$ cat config.mk
export PLATFORM = sky130hd
export DESIGN_NAME = sun_sar_ctrl
export DESIGN_NICKNAME = d
export VERILOG_FILES = /design/src/rtl/sun_sar_pkg.sv /design/src/rtl/sun_sar_cnt.sv /design/src/rtl/sun_sar_ctrl.sv
export SDC_FILE = /design/constraint.sdc
export NUM_CORES = 1
export LEC_CHECK = 0
export BUFFER_PORTS_ARGS = -buffer_cell sky130_fd_sc_hd__buf_2
export CAP_MARGIN = 20
export CELL_PAD_IN_SITES_DETAIL_PLACEMENT = 0
export CELL_PAD_IN_SITES_GLOBAL_PLACEMENT = 1
export CORE_MARGIN = 1
export CORE_UTILIZATION = 43
export CTS_CLUSTER_DIAMETER = 200
export DETAILED_ROUTE_END_ITERATION = 16
export PLACE_DENSITY_LB_ADDON = 0.1
export SLEW_MARGIN = 20
export SYNTH_ARGS = -nofsm -noshare
export SYNTH_HDL_FRONTEND = slang
export SYNTH_HIERARCHICAL = 1
export SYNTH_SLANG_ARGS = --single-unit
$ cat constraint.sdc
create_clock -name CK -period 2.33 [get_ports CK]
set_input_delay 0.233 -clock CK [delete_from_list [all_inputs] [get_ports CK]]
set_output_delay 0.233 -clock CK [all_outputs]
set_load 0.03 [all_outputs]
$ cat src/rtl/sun_sar_pkg.sv
// Shared types and helpers for the SUN_TRB SAR sequencer.
//   state_e   : sequencer states
//   cnt_width : width of the shared sample/settle/timeout counter
package sun_sar_pkg;

  typedef enum logic [2:0] {
    IDLE,
    SAMPLE,
    SETTLE,
    COMPARE,
    FINISH
  } state_e;

  // Counter holds at most max(...)-1, so clog2(max) bits suffice; never 0 wide.
  function automatic int cnt_width(input int nsamp, input int nset, input int ntmo);
    int m;
    m = nsamp;
    if (nset > m) m = nset;
    if (ntmo > m) m = ntmo;
    return (m > 1) ? $clog2(m) : 1;
  endfunction

endpackage

$ cat src/rtl/sun_sar_cnt.sv
// Loadable down-counter with zero flag, shared by the sample, settle and
// compare-timeout phases.
//   clk_i/rst_i : clock, async active-high reset
//   load_i/val_i: load val_i (wins over dec_i)
//   dec_i       : decrement, saturating at zero
//   zero_o      : count is zero
module sun_sar_cnt #(
  parameter int W = 3
) (
  input  logic         clk_i,
  input  logic         rst_i,
  input  logic         load_i,
  input  logic [W-1:0] val_i,
  input  logic         dec_i,
  output logic         zero_o
);

  logic [W-1:0] cnt_q, cnt_d;

  always_comb begin
    cnt_d = cnt_q;
    if (load_i)                     cnt_d = val_i;
    else if (dec_i && cnt_q != '0)  cnt_d = cnt_q - W'(1);
  end

  always_ff @(posedge clk_i or posedge rst_i) begin
    if (rst_i) cnt_q <= '0;
    else       cnt_q <= cnt_d;
  end

  assign zero_o = (cnt_q == '0);

endmodule

$ cat src/rtl/sun_sar_ctrl.sv
// SAR conversion sequencer: tracks (SMPL), then binary-searches the CDAC
// (DAC) one bit at a time using the clocked comparator (CMP_EN/CMP_RDY/CMP_OUT).
//   CK/RST          : clock, async active-high reset
//   START/CONT      : conversion request (IDLE only) / continuous re-sample
//   CMP_RDY/CMP_OUT : comparator decision valid / input above DAC level
//   SMPL, DAC, CMP_EN : analog drives
//   DOUT/DONE       : completed code / one-cycle done pulse
//   BUSY/TMO        : not IDLE / sticky compare-timeout flag
// All outputs come straight from flops.
module sun_sar_ctrl
  import sun_sar_pkg::*;
#(
  parameter int NBITS = 8,
  parameter int NSAMP = 4,
  parameter int NSET  = 1,
  parameter int NTMO  = 7
) (
  input  logic             CK,
  input  logic             RST,
  input  logic             START,
  input  logic             CONT,
  input  logic             CMP_RDY,
  input  logic             CMP_OUT,
  output logic             SMPL,
  output logic [NBITS-1:0] DAC,
  output logic             CMP_EN,
  output logic [NBITS-1:0] DOUT,
  output logic             DONE,
  output logic             BUSY,
  output logic             TMO
);

  localparam int CW = cnt_width(NSAMP, NSET, NTMO);
  localparam int BW = (NBITS > 1) ? $clog2(NBITS) : 1;

  state_e           state_q, state_d;
  logic             smpl_q, smpl_d, cmp_en_q, cmp_en_d;
  logic             done_q, done_d, busy_q, busy_d, tmo_q, tmo_d;
  logic [NBITS-1:0] dac_q, dac_d, dout_q, dout_d;
  logic [BW-1:0]    bit_q, bit_d;
  logic             cnt_load, cnt_dec, cnt_zero;
  logic [CW-1:0]    cnt_val;

  sun_sar_cnt #(.W(CW)) u_cnt (
    .clk_i  (CK),
    .rst_i  (RST),
    .load_i (cnt_load),
    .val_i  (cnt_val),
    .dec_i  (cnt_dec),
    .zero_o (cnt_zero)
  );

  always_comb begin
    state_d  = state_q;
    smpl_d   = smpl_q;
    dac_d    = dac_q;
    cmp_en_d = cmp_en_q;
    dout_d   = dout_q;
    done_d   = 1'b0;
    tmo_d    = tmo_q;
    bit_d    = bit_q;
    cnt_load = 1'b0;
    cnt_dec  = 1'b0;
    cnt_val  = '0;
    unique case (state_q)
      IDLE: begin
        dac_d = '0;
        if (START) begin
          state_d  = SAMPLE;
          smpl_d   = 1'b1;
          tmo_d    = 1'b0;
          cnt_load = 1'b1;
          cnt_val  = CW'(NSAMP - 1);
        end
      end
      SAMPLE: begin
        if (cnt_zero) begin
          state_d          = SETTLE;
          smpl_d           = 1'b0;
          dac_d            = '0;
          dac_d[NBITS-1]   = 1'b1;
          bit_d            = BW'(NBITS - 1);
          cnt_load         = 1'b1;
          cnt_val          = CW'(NSET - 1);
        end else cnt_dec = 1'b1;
      end
      SETTLE: begin
        if (cnt_zero) begin
          state_d  = COMPARE;
          cmp_en_d = 1'b1;
          cnt_load = 1'b1;
          cnt_val  = CW'(NTMO - 1);
        end else cnt_dec = 1'b1;
      end
      COMPARE: begin
        // A decision on the last allowed cycle beats the timeout.
        if (CMP_RDY || cnt_zero) begin
          dac_d[bit_q] = CMP_RDY & CMP_OUT;
          if (!CMP_RDY) tmo_d = 1'b1;
          cmp_en_d = 1'b0;
          if (bit_q != '0) begin
            dac_d[bit_q - BW'(1)] = 1'b1;
            bit_d    = bit_q - BW'(1);
            state_d  = SETTLE;
            cnt_load = 1'b1;
            cnt_val  = CW'(NSET - 1);
          end else begin
            // Publish the code on FINISH entry so DONE/DOUT are valid in FINISH.
            state_d = FINISH;
            dout_d  = dac_d;
            done_d  = 1'b1;
          end
        end else cnt_dec = 1'b1;
      end
      FINISH: begin
        dac_d = '0;
        if (CONT) begin
          state_d  = SAMPLE;
          smpl_d   = 1'b1;
          tmo_d    = 1'b0;
          cnt_load = 1'b1;
          cnt_val  = CW'(NSAMP - 1);
        end else state_d = IDLE;
      end
      default: state_d = IDLE;
    endcase
    busy_d = (state_d != IDLE);
  end

  always_ff @(posedge CK or posedge RST) begin
    if (RST) begin
      state_q  <= IDLE;
      smpl_q   <= 1'b0;
      dac_q    <= '0;
      cmp_en_q <= 1'b0;
      dout_q   <= '0;
      done_q   <= 1'b0;
      busy_q   <= 1'b0;
      tmo_q    <= 1'b0;
      bit_q    <= '0;
    end else begin
      state_q  <= state_d;
      smpl_q   <= smpl_d;
      dac_q    <= dac_d;
      cmp_en_q <= cmp_en_d;
      dout_q   <= dout_d;
      done_q   <= done_d;
      busy_q   <= busy_d;
      tmo_q    <= tmo_d;
      bit_q    <= bit_d;
    end
  end

  assign SMPL   = smpl_q;
  assign DAC    = dac_q;
  assign CMP_EN = cmp_en_q;
  assign DOUT   = dout_q;
  assign DONE   = done_q;
  assign BUSY   = busy_q;
  assign TMO    = tmo_q;

endmodule

==> results of run 1 <==
worst min-delay path: stages:
cell and delay [ns]:
buf_2 0.13, a21o_1 0.12, o21ai_0 0.07
where the power goes:
group / internal [mW] / switching [mW] / total (mW)
clock network: 0.456 / 0.198 / 0.654
logic: 0.602 / 1.02 / 1.62
registers: 0.730 / 0.176 / 0.906
registers in the layout (all words and copies together) (netlist names):
signal and count:
DAC 8, DOUT 8, bit_q 3, state_q 3, u_cnt/cnt_q 3, BUSY 1, CMP_EN 1, DONE 1
SMPL 1, TMO 1
cell type report:
type / instances / area [um2] / area share
clock buffer: 6 / 82.6 / 0.0425
clock inverter: 2 / 60.1 / 0.0309
inverter: 10 / 37.5 / 0.0193
multi-input combinational: 115 / 783 / 0.403
sequential: 30 / 751 / 0.387
tap: 46 / 57.6 / 0.0296
timing repair buffer: 31 / 170 / 0.0876
worst max path at each step:
stage                           endpoint  slack [ns]
after global placement    u_cnt/cnt_q[0]        0.15
final                     u_cnt/cnt_q[0]        0.19
after CTS                 u_cnt/cnt_q[0]        0.03
after global routing      u_cnt/cnt_q[0]        0.03
after floorplan           u_cnt/cnt_q[0]        0.33
after detailed placement  u_cnt/cnt_q[0]        0.04
layer usage:
metal	GRT usage	part of all wire
met1	0.256	0.45
met2	0.342	0.51
met3	0.0489	0.030
met4	0.0597	0.014
met5	0	0
kinds of logic after synthesis:
kind of cell,synth area share
and+or+nand+nor,0.216
muxes,0.0748
buffers and inverters,0.0578
DFF,0.463
AOI/OAI and AO/OA,0.158
adders and majority gates,0.0308
placed cells by master, fill, tap and decap left out, types with 4 or more instances in the layout:
cell      instances
buf_2            26
a22o_1            8
nor3b_1           5
o21ai_0          14
clkbuf_8          6
buf_4             4
nand2b_1          5
dfrtp_1          30
inv_1            10
mux2i_1          11
a21oi_1          10
nand2_1           9
nor2_1           16
metrics by stage:
step                cell area (um2)  std cells  power [mW]  setup slack [ns]
floorplan                      1620        163        2.15             0.332
global placement               1780        231        2.48             0.155
detailed placement             1780        231        2.52            0.0393
CTS                            1940        240        3.19            0.0282
global route                   1940        240        3.42            0.0281
finish                         1940        240        3.18             0.189
what timing repair did:
action,4_1_cts,5_1_grt
hold buffers,1,0
endpoints found under the hold margin,3,0
gates resized for setup,0,2
setup buffers,0,0
setup endpoints to repair,0,3
==> impl_metrics.json, run 1 <==
{
  "setup_viol_count_final": 0,
  "track_usage": 0.203,
  "ys_types": 36,
  "synth_top_area_cell": "dfrtp_1",
  "dieArea_um2": 4020,
  "r2r-end": "u_cnt/cnt_q[0]",
  "antenna_found_initial": 0,
  "path_class": "reg2reg",
  "clock_sinks": 30,
  "yosysMostFrequentCell": "dfrtp_1",
  "synth_edf_count": 0,
  "drive_above_1_share": 0.237,
  "min_path_cells": 3,
  "core_um2": 3470,
  "arrival_ns": 2.30,
  "maxCapViolCount": 0,
  "r2r-start": "u_cnt/cnt_q[0]",
  "whs_ns": 0.321,
  "routedWlPerCell_um": 15.3,
  "min-delay-start": "CMP_RDY",
  "port_buffers": 26,
  "r2r_setup_slack_ns": 0.19,
  "start_util": 0.468,
  "synthTopCellsByArea": "dfrtp_1 (46%), mux2i_1 (6.8%), a22o_1 (4.3%), o21ai_0 (4.3%), nor2_1 (3.7%)",
  "finalNetCount": 203,
  "n_antenna_cell": 0,
  "grt_max_degree": 28,
  "cts_max_level": 2,
  "p_leak_nw": 0.937,
  "area_delta_synth_final_pct": 19.7,
  "synthCells": 163,
  "cp_num_cells": 9,
  "ioPinCount": 27,
  "synthTopCellsByCount": "dfrtp_1 (30), nor2_1 (16), o21ai_0 (14), mux2i_1 (11)",
  "worstPathCellList": "inv_1 > ha_1 > ha_2 > a21o_1 > nor2b_2 > nand2_1 > nand2_2 > and2b_4 > a221o_1",
  "yosysSeqAreaShare": 0.463,
  "final_util": 0.560,
  "syn-num-nets": 173,
  "crit_slowest_cell": "dfrtp_1",
  "dr_total_vias": 1288,
  "fin_skew_ns": 0.00505,
  "rr_worst_depth": 9,
  "fmax_mhz": 467,
  "die_w_um": 63.4,
  "num_rows": 21,
  "rsz0062_at_grt": "no",
  "synth_area_per_cell_um2": 9.96,
  "fin_crit_ns": 2.14,
  "insertion_delay_ns": 0.28,
  "cts_buffer_depth": 2,
  "required_ns": 2.49,
  "cts_tree": "built",
  "cp_top_family": "simple AND/OR/NAND/NOR gates",
  "start_kind": "flop",
  "critPathBufInv": 1,
  "drt_iter0_markers": 100,
  "finalCritPeriodShare": 0.919,
  "outcome": "finished, final reports clean",
  "ys_async_sr_fraction": 1.00,
  "netlist_area_um2": 1620,
  "gp_congestion": 0.794,
  "report.final.slew_viol_count": 0,
  "fin_setup_tns_ns": 0,
  "overflow": 0,
  "crit_start": "u_cnt/cnt_q[0]",
  "cts_root_buf": "clkbuf_8",
  "wirelength_um": 3660,
  "ys_seq_elements": 30,
  "routed_via_density": 5.37,
  "clkTransAtPathRegs_ns": 0.06,
  "yosysTopAreaCellShare": 0.463,
  "fillCellCount": 339,
  "crit_fanout": 9,
  "dr.pass1.iters": 4,
  "max_slew_margin": 0.581,
  "tightest_slew_ns": 0.626,
  "synthFlopType": "dfrtp_1",
  "end_kind": "flop",
  "yosysWarnings": 6,
  "grt_pass1_wl_um": 6220,
  "cts_buffers": 5,
  "cpPeakStageDelay_ns": 0.39,
  "powerDensity_nw_per_um2": 1640,
  "whs_endpoint": "state_q[0]",
  "die_h_um": 63.4,
  "dp_hpwl_um": 2610,
  "peakVddDrop_mv": 0.764,
  "drcViolationCount": 0,
  "ant_nets": 0,
  "hold_viol": 0,
  "first_global_vias": 1292,
  "hold_class": "in2reg"
}
Power figures use the tool's default switching activity.
==> run 2, diff against run 1 <==
--- a/config.mk
+++ b/config.mk
@@ -7,13 +7,10 @@
 export LEC_CHECK = 0
 export BUFFER_PORTS_ARGS = -buffer_cell sky130_fd_sc_hd__buf_2
 export CAP_MARGIN = 20
-export CELL_PAD_IN_SITES_DETAIL_PLACEMENT = 0
-export CELL_PAD_IN_SITES_GLOBAL_PLACEMENT = 1
 export CORE_MARGIN = 1
-export CORE_UTILIZATION = 43
+export CORE_UTILIZATION = 40
 export CTS_CLUSTER_DIAMETER = 200
 export DETAILED_ROUTE_END_ITERATION = 16
-export PLACE_DENSITY_LB_ADDON = 0.1
 export SLEW_MARGIN = 20
 export SYNTH_ARGS = -nofsm -noshare
 export SYNTH_HDL_FRONTEND = slang
==> run 2 against run 1 <==
Net effect:
- count of clock-buffer cells in the layout is the same
- die area is 7.3% higher
- register-to-register slack is essentially flat
- wire length fell by 2.7%
- critical path depth unchanged
- sequential power grew 2.9%
- clock skew is essentially flat
- cell area is 2.4% lower
- worst hold slack better by 0.010 ns
- clock power down 32%
- cell count is 0.42% higher
- fmax is 0.61% higher
- critical path type unchanged
- critical endpoint is now u_cnt/cnt_q[2]
- largest cell class unchanged
==> impl_metrics.json, run 2 (synthesis gave the netlist of run 1 again) <==
{
  "outcome": "finished, final reports clean",
  "start_kind": "flop",
  "insertion_delay_ns": 0.29,
  "grt_max_degree": 28,
  "hold_class": "in2reg",
  "maxCapViolCount": 0,
  "dr.pass1.iters": 4,
  "fin_crit_ns": 2.13,
  "die_w_um": 65.7,
  "overflow": 0,
  "wirelength_um": 3560,
  "routedWlPerCell_um": 14.8,
  "port_buffers": 26,
  "tightest_slew_ns": 0.594,
  "end_kind": "flop",
  "die_h_um": 65.7,
  "powerDensity_nw_per_um2": 1570,
  "n_antenna_cell": 0,
  "ant_nets": 0,
  "fin_setup_tns_ns": 0,
  "final_common_cell": "dfrtp_1",
  "drt_iter0_markers": 91,
  "grt_pass1_wl_um": 6040,
  "peakVddDrop_mv": 0.699,
  "layout_common_cells": "dfrtp_1 (30), buf_2 (26), nor2_1 (16)",
  "core_um2": 3770,
  "cts_root_buf": "clkbuf_8",
  "dp_hpwl_um": 2550,
  "drcViolationCount": 0,
  "finalNetCount": 202,
  "final_cells": 241,
  "dr_total_vias": 1277,
  "r2r_setup_slack_ns": 0.20,
  "dp_slack_ns": 0.0533,
  "hold_viol": 0,
  "track_usage": 0.191,
  "clock_sinks": 30,
  "worstPathCellList": "inv_1 > ha_1 > ha_2 > nand2b_1 > nor2_1 > o21bai_1 > nand2_2 > nor4b_1 > a221o_1",
  "cts_buffers": 5,
  "cts_tree": "built",
  "crit_start": "u_cnt/cnt_q[0]",
  "gp_congestion": 0.822,
  "arrival_ns": 2.36,
  "setup_viol_count_final": 0,
  "crit_slowest_cell": "dfrtp_1",
  "crit_fanout": 9,
  "start_util": 0.430,
  "r2r-start": "u_cnt/cnt_q[0]",
  "drive_above_1_share": 0.233,
  "cpPeakStageDelay_ns": 0.38,
  "dieArea_um2": 4320,
  "rsz0062_at_grt": "no",
  "cts_max_level": 2,
  "fillCellCount": 348,
  "antenna_found_initial": 0,
  "cts_buffer_depth": 2,
  "clkTransAtPathRegs_ns": 0.07,
  "path_class": "reg2reg",
  "area_delta_synth_final_pct": 16.7,
  "required_ns": 2.56,
  "report.final.slew_viol_count": 0,
  "place_inst": 232,
  "finalCritPeriodShare": 0.913,
  "fin_skew_ns": 0.00532,
  "fmax_mhz": 470,
  "p_leak_nw": 0.913,
  "first_global_vias": 1280,
  "fin_ws_ns": 0.202,
  "routed_via_density": 5.30,
  "num_rows": 22,
  "min-delay-start": "CMP_RDY",
  "final_util": 0.502,
  "total_power_mw": 2.97,
  "ioPinCount": 27,
  "max_slew_margin": 0.603
}
[run 2: cell types whose count changed in the layout (fill, tap and decap cells not counted), sizes merged]
cell      change
buf           -1
clkinv        +1
bufinv        -2
clkinvlp      +1
[run 2: what timing repair did]
item / CTS / global route
setup endpoints to repair: 0 / 3
hold buffers: 1 / 0
gates resized for setup: 0 / 3
endpoints found under the hold margin: 3 / 0
buffers inserted: 0 / 0
[run 2: path summary, 6_finish.rpt]
check / to / depth (start not counted)
setup / recovery: u_cnt/cnt_q[2] / 9
hold / removal: state_q[0] / 3
setup reg to reg: u_cnt/cnt_q[2] / 9
hold reg to reg: DOUT[4] / 1
max in group asynchronous: DAC[0] / 4
min in group asynchronous: u_cnt/cnt_q[2] / 3
[run 2: worst max-delay path: cells and delay by family, from the launching register on]
kind	cells	cell delay [ns]
and+or+nand+nor	4	0.75
DFF	1	0.38
buffers and inverters	1	0.06
adders and majority gates	2	0.42
AOI/OAI and AO/OA	2	0.44
[run 2: power by group]
part	leakage, nW	internal (mW)	switching (mW)	total [mW]
sequential	0.371	0.730	0.203	0.932
combinational	0.495	0.603	0.990	1.59
clock	0.0472	0.237	0.209	0.446
total	0.913	1.57	1.40	2.97
[run 2: metal layers]
metal	track usage	routed length [um]
met1	0.238	1640
met2	0.311	1670
met3	0.0417	190
met4	0.0897	61
met5	0	0
[run 2: layout make-up]
cell class / instances / area (um2) / area share
well taps: 48 / 60.1 / 0.0317
repair buffers: 30 / 163 / 0.0859
flip-flops and latches: 30 / 751 / 0.396
clock inverters: 2 / 12.5 / 0.00661
clock buffers: 6 / 82.6 / 0.0436
inverters: 10 / 37.5 / 0.0198
multi-input cells: 115 / 788 / 0.416
[run 2: per-stage QoR]
stage	hold slack, ns	instance area, um2
after global routing	0.381	1890
after detailed placement	0.117	1780
after floorplan	-0.0134	1620
after CTS	0.310	1880
after global placement	0.113	1780
final	0.331	1890
==> run 3, diff against run 2 <==
--- a/config.mk
+++ b/config.mk
@@ -8,7 +8,7 @@
 export BUFFER_PORTS_ARGS = -buffer_cell sky130_fd_sc_hd__buf_2
 export CAP_MARGIN = 20
 export CORE_MARGIN = 1
-export CORE_UTILIZATION = 40
+export CORE_UTILIZATION = 35
 export CTS_CLUSTER_DIAMETER = 200
 export DETAILED_ROUTE_END_ITERATION = 16
 export SLEW_MARGIN = 20
==> run 3 against run 2 <==
Net effect:
- cell count rose by 2.9%
- flip-flop and latch count did not move
- fmax fell by 1.7%
- power rose by 1.6%
- via count did not move
- setup slack got worse by 0.037 ns
- sequential share of layout area fell by 0.67 points
- critical path depth did not move
- clock power rose by 12%
- global-route usage fell by 4.4 points
- wire length fell by 2.8%
- critical endpoint is now u_cnt/cnt_q[0]
- largest cell class unchanged
- largest power group unchanged
==> impl_metrics.json, run 3 (synthesis gave the netlist of run 1 again) <==
{
  "area_delta_synth_final_pct": 18.7,
  "arrival_ns": 2.33,
  "required_ns": 2.50,
  "outcome": "finished, final reports clean",
  "die_w_um": 70.1,
  "hold_class": "in2reg",
  "core_um2": 4410,
  "n_antenna_cell": 0,
  "setup_viol_count_final": 0,
  "crit_fanout": 9,
  "antenna_found_initial": 0,
  "final_common_cell": "dfrtp_1",
  "crit_slowest_cell": "dfrtp_1",
  "path_class": "reg2reg",
  "overflow": 0,
  "max_slew_margin": 0.622,
  "start_kind": "flop",
  "cts_max_level": 2,
  "die_h_um": 70.1,
  "report.final.slew_viol_count": 0,
  "ioPinCount": 27,
  "finalNetCount": 205,
  "insertion_delay_ns": 0.29,
  "worstPathCellList": "inv_1 > ha_1 > ha_1 > a21o_1 > nor2b_2 > nand2_1 > nand2_1 > and2b_4 > a221o_1",
  "cts_buffer_depth": 2,
  "gp_congestion": 0.748,
  "grt_max_degree": 20,
  "ctsResizeCount": 0,
  "total_power_mw": 3.02,
  "port_buffers": 26,
  "dp_hpwl_um": 2530,
  "grt_pass1_wl_um": 5600,
  "cts_root_buf": "clkbuf_8",
  "fin_ws_ns": 0.165,
  "hold_viol": 0,
  "fmax_mhz": 462,
  "final_util": 0.437,
  "clock_sinks": 30,
  "finalCritPeriodShare": 0.929,
  "fin_skew_ns": 0.00745,
  "fillCellCount": 436,
  "routedWlPerCell_um": 14.0,
  "fin_setup_tns_ns": 0,
  "drt_iter0_markers": 61,
  "layout_common_cells": "dfrtp_1 (30), buf_2 (26), nor2_1 (16)",
  "num_rows": 24,
  "drive_above_1_share": 0.235,
  "stdcell_area_um2": 1930,
  "first_global_vias": 1136,
  "p_leak_nw": 0.934,
  "drcViolationCount": 0,
  "dr_total_vias": 1277,
  "tightest_slew_ns": 0.566,
  "critPathBufInv": 1,
  "track_usage": 0.148,
  "dr.pass1.iters": 4,
  "clkTransAtPathRegs_ns": 0.07,
  "end_kind": "flop",
  "cts_buffers": 5,
  "peakVddDrop_mv": 0.567,
  "final_cells": 248,
  "post_cts_buffers": 0,
  "place_inst": 239,
  "whs_ns": 0.305,
  "routed_via_density": 5.15,
  "dp_slack_ns": 0.177,
  "cpPeakStageDelay_ns": 0.40,
  "rsz0062_at_grt": "no",
  "cp_top_family": "simple AND/OR/NAND/NOR gates",
  "ant_nets": 0,
  "fin_crit_ns": 2.17,
  "cts_tree": "built",
  "maxCapViolCount": 0,
  "wirelength_um": 3460,
  "placed_cell_area_um2": 1810,
  "start_util": 0.368,
  "dieArea_um2": 4910,
  "powerDensity_nw_per_um2": 1570
}
-- run 3: changes by cell type in the layout (fill, tap and decap cells not counted), sizes merged --
| cell | before | now |
|---|---|---|
| clkbuf | 6 | 8 |
| clkinv | 1 | 0 |
| buf | 29 | 32 |
| clkinvlp | 1 | 0 |
-- run 3: routing by layer --
metal / wire (um) / up-vias / global-route usage / share of wire
met5: 0 / - / 0 / 0
met2: 1530 / 37 / 0.223 / 0.44
met4: 34 / 0 / 0.0467 / 0.0098
li1: - / 637 / - / -
met1: 1710 / 598 / 0.196 / 0.49
met3: 187 / 5 / 0.0534 / 0.054
-- run 3: where the power goes --
part	internal, mW	leakage [nW]	switching, mW	total (mW)
clock network	0.298	0.0575	0.201	0.499
logic	0.624	0.505	0.983	1.61
registers	0.730	0.371	0.184	0.914
-- run 3: area by class of cell --
type,instances,area (um2),area share
Inverter,10,37.5,0.0195
Sequential cell,30,751,0.390
Timing Repair Buffer,33,185,0.0961
Tap cell,52,65.1,0.0338
Multi-Input combinational cell,115,778,0.404
Clock buffer,8,110,0.0571
-- run 3: timing repair --
action	CTS	global route
hold buffers	1	0
endpoints found under the setup margin	0	0
endpoints found under the hold margin	11	0
-- run 3: worst register-to-register path: stages (launching register included) --
cell	delay (ns)
dfrtp_1	0.40
inv_1	0.06
ha_1	0.14
ha_1	0.23
a21o_1	0.11
nor2b_2	0.22
nand2_1	0.12
nand2_1	0.23
and2b_4	0.23
a221o_1	0.31
-- run 3: path summary, 6_finish.rpt --
path,start,to,slack (ns),cells after the start
max,u_cnt/cnt_q[0],u_cnt/cnt_q[0],0.16,9
min,CMP_RDY,state_q[0],0.30,3
max reg2reg,u_cnt/cnt_q[0],u_cnt/cnt_q[0],0.16,9
min reg2reg,DOUT[3],DOUT[3],0.52,2
max in group asynchronous,RST,DOUT[2],1.29,4
min in group asynchronous,RST,u_cnt/cnt_q[0],0.37,3
